**config.mk**
```make
export PLATFORM = sky130hd
export DESIGN_NAME = in_port_switch
export DESIGN_NICKNAME = d
export VERILOG_FILES = /design/src/rtl/in_port_switch_pkg.sv /design/src/rtl/in_port_switch_sync_fifo.sv /design/src/rtl/in_port_switch.sv
export SDC_FILE = /design/constraint.sdc
export NUM_CORES = 1
export LEC_CHECK = 0
export BUFFER_PORTS_ARGS = -buffer_cell sky130_fd_sc_hd__buf_4
export CAP_MARGIN = 5
export CORE_ASPECT_RATIO = 2
export CORE_MARGIN = 5
export CORE_UTILIZATION = 55
export DETAILED_ROUTE_END_ITERATION = 8
export PLACE_DENSITY = 0.8
export SYNTH_ARGS = -nofsm -noshare
export SYNTH_HDL_FRONTEND = slang
export SYNTH_HIERARCHICAL = 1
export SYNTH_SLANG_ARGS = --single-unit
export TNS_END_PERCENT = 50
```
**constraint.sdc**
```tcl
create_clock -name clk -period 5.9 [get_ports clk]
set_clock_uncertainty 0.2 [all_clocks]
set_input_delay 0.59 -clock clk [delete_from_list [all_inputs] [get_ports clk]]
set_output_delay 0.59 -clock clk [all_outputs]
set_load 0.1 [all_outputs]
```
**src/rtl/in_port_switch_pkg.sv**
```systemverilog
// Shared router constants: output port indices and port count.
package in_port_switch_pkg;

  localparam int unsigned NUM_PORTS  = 5;
  localparam int unsigned PORT_IDX_W = 3;

  localparam int unsigned NORTH = 0;
  localparam int unsigned EAST  = 1;
  localparam int unsigned SOUTH = 2;
  localparam int unsigned WEST  = 3;
  localparam int unsigned LOCAL = 4;

  typedef logic [PORT_IDX_W-1:0] port_idx_t;

endpackage

```
**src/rtl/in_port_switch_sync_fifo.sv**
```systemverilog
// Synchronous FIFO (sync_fifo role) buffering incoming flits ahead of routing.
// Ports:
//   clk, rst        - clock, synchronous active-high reset
//   push, wdata     - write request and data (ignored when full)
//   pop             - remove head entry (ignored when empty)
//   rdata           - head entry, valid while empty=0
//   count           - number of stored entries, 0..DEPTH
//   full, empty     - occupancy flags
module in_port_switch_sync_fifo #(
  parameter int unsigned WIDTH = 32,
  parameter int unsigned DEPTH = 16
) (
  input  logic                     clk,
  input  logic                     rst,
  input  logic                     push,
  input  logic [WIDTH-1:0]         wdata,
  input  logic                     pop,
  output logic [WIDTH-1:0]         rdata,
  output logic [$clog2(DEPTH):0]   count,
  output logic                     full,
  output logic                     empty
);

  localparam int unsigned AW = $clog2(DEPTH);
  localparam int unsigned CW = AW + 1;

  logic [WIDTH-1:0] mem [DEPTH];
  logic [AW-1:0]    wr_ptr;
  logic [AW-1:0]    rd_ptr;
  logic             do_push;
  logic             do_pop;

  assign full    = (count == CW'(DEPTH));
  assign empty   = (count == '0);
  assign do_push = push & ~full;
  assign do_pop  = pop & ~empty;
  assign rdata   = mem[rd_ptr];

  // Storage array, no reset needed: entries are only read once written.
  always_ff @(posedge clk) begin
    if (do_push) begin
      mem[wr_ptr] <= wdata;
    end
  end

  // Pointers wrap naturally because DEPTH is a power of two.
  always_ff @(posedge clk) begin
    if (rst) begin
      wr_ptr <= '0;
      rd_ptr <= '0;
      count  <= '0;
    end else begin
      if (do_push) begin
        wr_ptr <= wr_ptr + 1'b1;
      end
      if (do_pop) begin
        rd_ptr <= rd_ptr + 1'b1;
      end
      case ({do_push, do_pop})
        2'b10:   count <= count + 1'b1;
        2'b01:   count <= count - 1'b1;
        default: count <= count;
      endcase
    end
  end

endmodule

```
**src/rtl/in_port_switch.sv**
```systemverilog
// Router input port: buffers flits in a FIFO, XY-routes the head flit and
// loads it into one of five output registers when that port is free.
// Ports:
//   clk, rst    - clock, synchronous active-high reset
//   data_in     - flit {dest_x, dest_y, payload}, dest_x in the MSBs
//   data_valid  - data_in valid this cycle
//   port_busy   - FIFO full; a flit offered now is dropped
//   port_out    - five output registers, slice i at [i*DATA_WIDTH +: DATA_WIDTH]
//   port_valid  - bit i set while slice i holds an unconsumed flit
//   clear       - bit i set when the consumer takes port i this cycle
module in_port_switch
  import in_port_switch_pkg::*;
#(
  parameter int unsigned DATA_WIDTH = 32,
  parameter int unsigned FIFO_DEPTH = 16,
  parameter int unsigned POS_WIDTH  = 4,
  parameter int unsigned POS_X      = 0,
  parameter int unsigned POS_Y      = 0
) (
  input  logic                            clk,
  input  logic                            rst,
  input  logic [DATA_WIDTH-1:0]           data_in,
  input  logic                            data_valid,
  output logic                            port_busy,
  output logic [NUM_PORTS*DATA_WIDTH-1:0] port_out,
  output logic [NUM_PORTS-1:0]            port_valid,
  input  logic [NUM_PORTS-1:0]            clear
);

  localparam int unsigned CW = $clog2(FIFO_DEPTH) + 1;

  logic [DATA_WIDTH-1:0] head;
  logic [CW-1:0]         count;
  logic                  full;
  logic                  empty;
  logic                  pop;
  logic [POS_WIDTH-1:0]  dest_x;
  logic [POS_WIDTH-1:0]  dest_y;
  port_idx_t             route;
  logic                  route_free;

  assign port_busy = (count == CW'(FIFO_DEPTH));

  in_port_switch_sync_fifo #(
    .WIDTH (DATA_WIDTH),
    .DEPTH (FIFO_DEPTH)
  ) u_fifo (
    .clk   (clk),
    .rst   (rst),
    .push  (data_valid & ~full),
    .wdata (data_in),
    .pop   (pop),
    .rdata (head),
    .count (count),
    .full  (full),
    .empty (empty)
  );

  assign dest_x = head[DATA_WIDTH-1 -: POS_WIDTH];
  assign dest_y = head[DATA_WIDTH-POS_WIDTH-1 -: POS_WIDTH];

  // Dimension-order routing: resolve X first, then Y, else deliver locally.
  always_comb begin
    route = port_idx_t'(LOCAL);
    if (dest_x > POS_WIDTH'(POS_X)) begin
      route = port_idx_t'(EAST);
    end else if (dest_x < POS_WIDTH'(POS_X)) begin
      route = port_idx_t'(WEST);
    end else if (dest_y < POS_WIDTH'(POS_Y)) begin
      route = port_idx_t'(NORTH);
    end else if (dest_y > POS_WIDTH'(POS_Y)) begin
      route = port_idx_t'(SOUTH);
    end
  end

  // A port being consumed this cycle can accept the next flit on the same edge.
  assign route_free = ~port_valid[route] | clear[route];
  assign pop        = ~empty & route_free;

  // Output registers: a load takes priority over a clear on the same port.
  always_ff @(posedge clk) begin
    if (rst) begin
      port_valid <= '0;
      port_out   <= '0;
    end else begin
      for (int i = 0; i < NUM_PORTS; i++) begin
        if (pop && (route == port_idx_t'(i))) begin
          port_valid[i]                           <= 1'b1;
          port_out[i*DATA_WIDTH +: DATA_WIDTH]    <= head;
        end else if (clear[i]) begin
          port_valid[i] <= 1'b0;
        end
      end
    end
  end

endmodule

```
==> results.yml, run 1 <==
status:
  status: "finished clean"
critical_path:
  required_ns: 6.22
  rr_worst_depth: 15
  critPathKind: "reg -> reg"
  cp-end-kind: "register"
  cp.arrival_ns: 5.59
  cp_max_fo: 24
  r2r_end: "u_fifo/count[2]$_SDFFE_PP0P_"
  rrSetupSlack_ns: 0.63
  crit_path_start_kind: "register"
  slowest_delay_ns: 0.65
  cp_slowest_cell: "dfxtp_4"
  crit_end: "u_fifo/count[2]$_SDFFE_PP0P_"
  crit_chain: "buf_4 -> mux4_2 -> mux4_2 -> or4_1 -> mux2i_1 -> o31ai_1 -> buf_4 -> o21ai_2 -> inv_1 -> ha_1 -> xor2_1 -> ha_1 -> o21a_1 -> or4_1 -> a21oi_1"
timing:
  maxSlewHeadroom: 0.450
  setup_violations: 0
  min_period_ns: 5.27
  tns_ns: 0
  slew_viol_final: 0
  rsz0062_at_grt: "no"
  post-route-period-util: 0.893
  timing_hold_violations_final: 0
  fmax_mhz: 190
  worst_slew_pin_slew_ns: 0.825
clock_network:
  tritoncts: "built"
  clockRootBuffer: "clkbuf_16"
  clock_latency_ns: 0.61
  clock_sinks: 694
  cts_buffer_depth: 3
  cts_made_buffers: 54
  htree_levels: 2
  cts_setup_buffers: 0
  path_clk_slew_ns: 0.07
placement:
  gp_congestion: 0.780
  hpwlAfterDp_um: 32800
  portBuffers: 205
  postPlaceCellArea_mm2: 0.0283
drt:
  via_per_inst: 5.85
  drtIter0Drc: 1203
  ant_nets: 0
  first_pass_iters: 5
  vias: 13100
  drcViolationCount: 0
  drt_wl_total_um: 57800
  wl_per_cell_um: 25.9
logic_synthesis:
  synth_top_area_frac: 0.591
  yosys_warnings: 6
  synthFlopType: "edfxtp_1"
  syn_nets: 1385
  ys_async_sr_fraction: 0
  ys_ff_latch: 694
  ys_top_cells_by_area: "edfxtp_1 (59%), dfxtp_1 (14%), mux4_2 (12%)"
  syn_inst: 1337
  yosysUniqueCellTypes: 51
  synth_area_per_cell_um2: 19.4
  syn_area_mm2: 0.0260
  synth_top_area_cell: "edfxtp_1"
  synth_edf_count: 512
  ys_seq_area_frac: 0.731
run:
  cap_viol_max_count: 0
layout:
  drive_above_1_share: 0.309
  nets: 1605
  final_common_cell: "edfxtp_1"
  final_cell_mix: "edfxtp_1 (512), buf_4 (236), dfxtp_1 (178)"
  syn2layout_area_growth_pct: 16.2
  fill_cells: 3086
  fin_area_mm2: 0.0302
global_route:
  grt_start_max_net_pins: 214
  grt-ovfl-total: 0
  grt_pass1_vias: 13600
  grt_pass1_wl_um: 86600
  antenna_found_initial: 4
  grtUsageTotal: 0.222
worst_hold_path:
  hp-start: "data_in[9]"
  hp-class: "in -> reg"
floorplan:
  fp.dieW_um: 164
  io_pins: 206
  num_rows: 112
  core_mm2: 0.0468
  die-area_mm2: 0.0520
  start_util: 0.556
  die_y_um: 317
power:
  p_leak_uw: 0.0105
  ir_drop_mv: 0.257
  power_density_mw_per_mm2: 398
synth_stat cells, types with 2 or more instances:
cell and count:
nor2_1 27, nand2_1 6, nand4_4 2, nor2b_1 67, a22oi_1 2, buf_6 10
o31ai_1 6, inv_1 12, and4_1 2, buf_2 6, edfxtp_1 512, buf_4 7
nand3b_1 3, a21oi_1 7, o211ai_1 3, nand2b_1 114, o21a_1 4, buf_1 5
mux4_2 144, ha_1 8, mux4_1 16, clkbuf_1 46, dfxtp_1 182, nand3_1 3
mux2i_1 84, a221oi_1 3, nor4_1 2, xor2_1 7, nor3b_1 14, or4_1 5
nor3_1 8
worst max-delay path: cells and delay by family (launching register included):
kind	cells	cell delay, ns
muxes	3	1.21
and+or+nand+nor	2	1.03
AOI/OAI and AO/OA	4	0.75
DFF	1	0.65
adders and majority gates	2	0.63
buffers and inverters	3	0.56
xor gates and xnor gates	1	0.13
area by class of cell:
type	count	area, um^2	area share
Inverter	14	52.6	0.00174
Clock inverter	36	408	0.0135
Antenna cell	3	7.51	0.000249
Clock buffer	64	1430	0.0474
Sequential cell	694	19000	0.630
Multi-Input combinational cell	554	6680	0.221
Timing Repair Buffer	239	1810	0.0600
Tap cell	627	785	0.0260
metal layers:
layer,part of all wire,global-route usage,vias to the layer above,wire (um)
met5,0.00019,0,-,11
met4,0.029,0.0750,2,1690
met3,0.073,0.0399,118,4210
met2,0.54,0.403,601,31200
met1,0.36,0.266,6679,20700
li1,-,-,5662,-
registers in the layout (all words and copies together) (netlist names), named ones only:
register       cells
port_out         160
port_valid         5
u_fifo/count       5
u_fifo/mem       512
u_fifo/rd_ptr      4
u_fifo/wr_ptr      4
power by group:
part	switching (uW)	internal, uW	total (uW)	leakage [uW]
registers	168	5500	5670	0.00610
logic	1680	941	2620	0.00346
clock network	1640	2110	3750	0.000912
worst min-delay path by stage:
stage,end,depth (start not counted),slack [ns]
floorplan,register,2,0.29
global placement,port_out[96]$_SDFFE_PP0P_,1,0.25
detailed placement,port_out[96]$_SDFFE_PP0P_,1,0.26
CTS,u_fifo/mem[7][9]$_DFFE_PP_,1,0.04
global route,u_fifo/mem[6][9]$_DFFE_PP_,1,0.06
finish,u_fifo/mem[7][9]$_DFFE_PP_,1,0.07
stage by stage:
step	power, uW	setup WS [ns]	cells	util	hold slack [ns]
2_1_floorplan	7720	0.972	1337	-	0.295
3_3_place_gp	8290	0.814	2126	0.605	0.255
3_5_place_dp	8380	0.708	2126	0.605	0.259
4_1_cts	12100	0.659	2228	0.645	0.0376
5_1_grt	12500	0.444	2231	0.645	0.0579
6_report	12000	0.632	2231	0.645	0.0704
kinds of logic (layout without fill, tap and decap cells):
| family | Yosys count | in the layout | synth area share |
|---|---|---|---|
| compound gates | 34 | 34 | 0.00958 |
| simple gates | 260 | 260 | 0.0621 |
| other cells | 0 | 3 | 0 |
| flops | 694 | 694 | 0.731 |
| mux | 244 | 244 | 0.173 |
| fa+ha+maj | 8 | 8 | 0.00385 |
| xor+xnor | 8 | 8 | 0.00269 |
| buf+inv | 89 | 353 | 0.0171 |
repair_timing:
action | CTS | global route
endpoints found under the hold margin | 2 | 0
gates resized for setup | 0 | 0
hold buffers | 2 | 0
(Power assumes the default switching activity.)
==> inputs of run 2 (changes only) <==
Settings changed: PLACE_DENSITY 0.8 to 0.7.
==> run 2 against run 1 <==
Against the previous run: sequential power hardly changed; highest routed layer is now met4; register-to-register slack hardly changed; largest power group unchanged; via count is 2.1% lower; flip-flop and latch count stayed put; final cell count shrank 0.27%; first-iteration DRC count decreased by 16%; core utilization grew 0.32 points; critical endpoint unchanged; maximum frequency down 0.17%; wire length is 3.2% lower.
==> results.yml, run 2 (synthesis gave the netlist of run 1 again) <==
status:
  status: "finished clean"
critical_path:
  cp-end-kind: "register"
  cp_slowest_cell: "dfxtp_4"
  crit_path_start_kind: "register"
  slowest_delay_ns: 0.86
  rrSetupSlack_ns: 0.62
  cp_max_fo: 40
  crit_chain: "mux4_1 -> mux4_2 -> or4_1 -> nand3_1 -> o31ai_1 -> buf_4 -> o21ai_2 -> inv_1 -> ha_1 -> xor2_1 -> ha_1 -> o21a_1 -> or4_1 -> a21oi_1"
  rr_worst_depth: 14
  required_ns: 6.23
  critPathKind: "reg -> reg"
  r2r_end: "u_fifo/count[2]$_SDFFE_PP0P_"
  cp.arrival_ns: 5.60
drt:
  wl_per_cell_um: 25.2
  vias: 12800
  first_pass_iters: 5
  drcViolationCount: 0
  via_per_inst: 5.75
  drtIter0Drc: 1016
  ant_nets: 0
  drt_wl_total_um: 56000
global_route:
  grt_pass1_vias: 13300
  grt_start_max_net_pins: 159
  grt_pass1_wl_um: 84100
  antenna_found_initial: 0
  grt-ovfl-total: 0
  grtUsageTotal: 0.216
timing:
  post-route-period-util: 0.894
  setup_violations: 0
  min_period_ns: 5.28
  slew_viol_final: 0
  holdWs_ns: 0.0736
  setup_slack_ns: 0.623
  maxSlewHeadroom: 0.300
  rsz0062_at_grt: "no"
  worst_slew_pin_slew_ns: 1.05
  fmax_mhz: 189
  tns_ns: 0
  timing_hold_violations_final: 0
worst_hold_path:
  hold_path_depth: 1
  hp-class: "in -> reg"
  hp-start: "data_in[15]"
  hold_end: "u_fifo/mem[9][15]$_DFFE_PP_"
clock_network:
  tritoncts: "built"
  clock_latency_ns: 0.61
  clock_sinks: 694
  path_clk_slew_ns: 0.07
  cts_setup_buffers: 0
  clockRootBuffer: "clkbuf_16"
  htree_levels: 2
  cts_buffer_depth: 3
  cts_made_buffers: 55
layout:
  syn2layout_area_growth_pct: 16.7
  regMostFlops: "u_fifo/mem"
  fin_util: 0.648
  reg.largest.list: "u_fifo/mem x512, port_out x160"
  nets: 1603
  fill_cells: 3226
  largest_register_ffs: 512
  final_common_cell: "edfxtp_1"
  final_cell_mix: "edfxtp_1 (512), buf_4 (233), dfxtp_1 (178)"
  antenna_cells: 0
  drive_above_1_share: 0.310
power:
  total_power_uw: 12300
  power_density_mw_per_mm2: 405
  ir_drop_mv: 0.231
  seq_power_share: 0.462
  p_int_uw: 8840
  combPwrFrac: 0.208
  power_switching_uw: 3460
  switching_share: 0.281
  power_frac_clock: 0.330
  p_leak_uw: 0.0106
floorplan:
  die_y_um: 317
  num_rows: 112
  core_mm2: 0.0468
  start_util: 0.556
  io_pins: 206
  die-area_mm2: 0.0520
  fp.dieW_um: 164
placement:
  portBuffers: 205
  gp_congestion: 0.738
  dp_slack_ns: 0.570
  hpwlAfterDp_um: 33300
run:
  cap_viol_max_count: 0
[run 2: cell count changes in the layout (fill, tap and decap cells not counted), sizes merged]
cell,change
diode,-3
clkbuf,+3
clkinv,-8
bufinv,+5
buf,-3
[run 2: per-stage QoR]
step	area, um^2	std cells
after floorplan	26000	1337
after global placement	28300	2123
after detailed placement	28300	2123
after CTS	30400	2225
after global routing	30400	2225
final	30400	2225
[run 2: area by class of cell]
class                           instances  area (um^2)  area share
Tap cell                              627          785      0.0258
Clock inverter                         33          493      0.0162
Sequential cell                       694        19000       0.627
Clock buffer                           67         1550      0.0509
Timing Repair Buffer                  236         1780      0.0587
Inverter                               14         52.6     0.00173
Multi-Input combinational cell        554         6670       0.220
[run 2: metal layers]
metal | GRT usage | vias up | wire length, um
met1 | 0.273 | 6606 | 21300
met2 | 0.388 | 456 | 30000
met4 | 0.0511 | 0 | 1070
met5 | 0 | - | 0
met3 | 0.0346 | 65 | 3610
li1 | - | 5657 | -
[run 2: power by group through the flow]
| stage | Sequential, uW | Clock (uW) | Combinational (uW) |
|---|---|---|---|
| after floorplan | 6280 | 0 | 1440 |
| after global placement | 5770 | 0 | 2540 |
| after detailed placement | 5790 | 0 | 2580 |
| after CTS | 5680 | 4140 | 2590 |
| after global routing | 5710 | 4330 | 2710 |
| final | 5680 | 4060 | 2560 |
[run 2: timing repair]
| item | CTS | global route |
|---|---|---|
| hold endpoints to repair | 2 | 0 |
| hold buffers | 2 | 0 |
| gates resized for setup | 0 | 0 |
[run 2: worst max-delay path: cells and delay by family (launching register included)]
family	cells	cell delay [ns]
xor gates and xnor gates	1	0.20
and+or+nand+nor	3	1.30
adders and majority gates	2	0.57
buffers and inverters	2	0.26
muxes	2	1.17
DFF	1	0.86
AOI/OAI and AO/OA	4	0.63
[run 2: worst max-delay path by stage]
stage               cells after the start                           end     start
floorplan                              16  u_fifo/count[2]$_SDFFE_PP0P_  register
detailed placement                     14  u_fifo/count[2]$_SDFFE_PP0P_  register
finish                                 14  u_fifo/count[2]$_SDFFE_PP0P_  register
global route                           14  u_fifo/count[2]$_SDFFE_PP0P_  register
global placement                       14  u_fifo/count[2]$_SDFFE_PP0P_  register
CTS                                    14  u_fifo/count[2]$_SDFFE_PP0P_  register
==> inputs of run 3 (changes only) <==
Settings changed: PLACE_DENSITY 0.7 to 0.77.
==> run 3 against run 2 <==
Against the previous run: power decreased by 4.5%; final cell count about the same; clock power is 15% lower; register-to-register slack barely moved; non-clock buffer count up 4; highest routed layer is now met5; design area is 1.2% lower; worst setup slack gained 0.010 ns; via count up 2.3%; first-iteration DRC count rose by 47%; global-route usage rose by 0.53 points; wire length up 5.1%; die area stayed put; largest power group unchanged.
==> results.yml, run 3 (synthesis gave the netlist of run 1 again) <==
power:
  switching_share: 0.297
  power_switching_uw: 3490
  power_frac_clock: 0.293
  ir_drop_mv: 0.241
  p_leak_uw: 0.0104
  total_power_uw: 11700
  combPwrFrac: 0.224
  p_int_uw: 8260
  power_density_mw_per_mm2: 392
  seq_power_share: 0.483
floorplan:
  core_mm2: 0.0468
  die_y_um: 317
  num_rows: 112
  die-area_mm2: 0.0520
  fp.dieW_um: 164
  io_pins: 206
  start_util: 0.556
placement:
  postPlaceCellArea_mm2: 0.0283
  portBuffers: 205
  hpwlAfterDp_um: 34400
  gp_congestion: 0.793
critical_path:
  crit_chain: "mux4_1 -> mux4_2 -> or4_1 -> mux2i_1 -> o31ai_1 -> buf_4 -> o21ai_2 -> inv_1 -> ha_1 -> xor2_1 -> ha_1 -> o21a_1 -> or4_1 -> a21oi_1"
  cp.arrival_ns: 5.59
  cp-end-kind: "register"
  slowest_delay_ns: 0.77
  cp_slowest_cell: "dfxtp_4"
  cp_max_fo: 33
  rrSetupSlack_ns: 0.63
  critPathKind: "reg -> reg"
  crit_path_start_kind: "register"
  required_ns: 6.22
clock_network:
  tritoncts: "built"
  hold_buffers: 2
  cts_buffer_depth: 3
  htree_levels: 2
  cts_setup_buffers: 0
  clock_sinks: 694
  clockRootBuffer: "clkbuf_16"
  cts_resized: 0
  clock_latency_ns: 0.60
  path_clk_slew_ns: 0.07
  cts_made_buffers: 52
timing:
  post-route-period-util: 0.893
  maxSlewHeadroom: 0.239
  slew_viol_final: 0
  min_period_ns: 5.27
  setup_violations: 0
  timing_hold_violations_final: 0
  worst_slew_pin_slew_ns: 1.14
  rsz0062_at_grt: "no"
  tns_ns: 0
  fmax_mhz: 190
status:
  status: "finished clean"
global_route:
  antenna_found_initial: 4
  grtUsageTotal: 0.221
  grt_pass1_wl_um: 85800
  grt_start_max_net_pins: 131
  grt-ovfl-total: 0
  grt_pass1_vias: 13700
drt:
  drcViolationCount: 0
  first_pass_iters: 7
  wl_per_cell_um: 26.4
  vias: 13100
  ant_nets: 0
  via_per_inst: 5.88
  drtIter0Drc: 1498
  drt_wl_total_um: 58900
layout:
  nets: 1604
  multi_input_area_mm2: 0.00667
  final_cell_mix: "edfxtp_1 (512), buf_4 (237), dfxtp_1 (178)"
  regMostFlops: "u_fifo/mem"
  largest_register_ffs: 512
  syn2layout_area_growth_pct: 15.4
  reg.largest.list: "u_fifo/mem x512, port_out x160"
  seq_area_mm2: 0.0190
  fin_area_mm2: 0.0300
  final_common_cell: "edfxtp_1"
  fill_cells: 3164
  drive_above_1_share: 0.306
run:
  cap_viol_max_count: 0
worst_hold_path:
  hp-class: "in -> reg"
run 3: cell count changes in the layout (fill, tap and decap cells not counted), sizes merged, moves of 3 or more:
cell,previous run,this run
clkinv,16,21
clkinvlp,2,9
clkbuf,67,62
bufinv,14,3
buf,234,238
diode,0,3
run 3: layout make-up:
cell class | count | area share
sequential | 694 | 0.634
multi-input combinational | 554 | 0.222
tap | 627 | 0.0262
timing repair buffer | 240 | 0.0604
clock buffer | 62 | 0.0461
inverter | 14 | 0.00175
antenna | 3 | 0.000250
clock inverter | 32 | 0.00872
run 3: power by group through the flow:
stage / clock [uW] / sequential [uW] / combinational (uW)
floorplan: 0 / 6280 / 1440
global placement: 0 / 5760 / 2570
detailed placement: 0 / 5770 / 2630
CTS: 3500 / 5670 / 2640
global route: 3710 / 5700 / 2770
finish: 3440 / 5670 / 2640
run 3: path summary, 6_finish.rpt:
| path | start | end | cells after the start |
|---|---|---|---|
| worst min-delay path | data_in[20] | u_fifo/mem[7][20]$_DFFE_PP_ | 1 |
| worst max register to register | register | u_fifo/count[2]$_SDFFE_PP0P_ | 14 |
| worst min register to register | port_out[26]$_SDFFE_PP0P_ | port_out[26]$_SDFFE_PP0P_ | 1 |
| worst max-delay path | register | u_fifo/count[2]$_SDFFE_PP0P_ | 14 |
run 3: critical path: cells and delay by family, from the launching register on:
kind | cells | cell delay, ns
compound gates | 4 | 0.75
simple gates | 2 | 1.05
buf+inv | 2 | 0.28
xor+xnor | 1 | 0.13
mux | 3 | 1.37
fa+ha+maj | 2 | 0.63
flops | 1 | 0.77
run 3: metal layers:
layer | global-route usage | wire length, um | up-vias
li1 | - | - | 5662
met1 | 0.272 | 20800 | 6665
met2 | 0.395 | 31900 | 655
met3 | 0.0355 | 4570 | 99
met4 | 0.0737 | 1520 | 2
met5 | 0 | 12 | -
run 3: per-stage QoR:
step,std cells,worst slack [ns],util,hold slack [ns]
final,2226,0.633,0.641,0.0831
after global routing,2226,0.364,0.641,0.0726
after CTS,2223,0.605,0.641,0.0563
after detailed placement,2127,0.673,0.605,0.259
after global placement,2127,0.852,0.605,0.254
after floorplan,1337,0.972,-,0.295
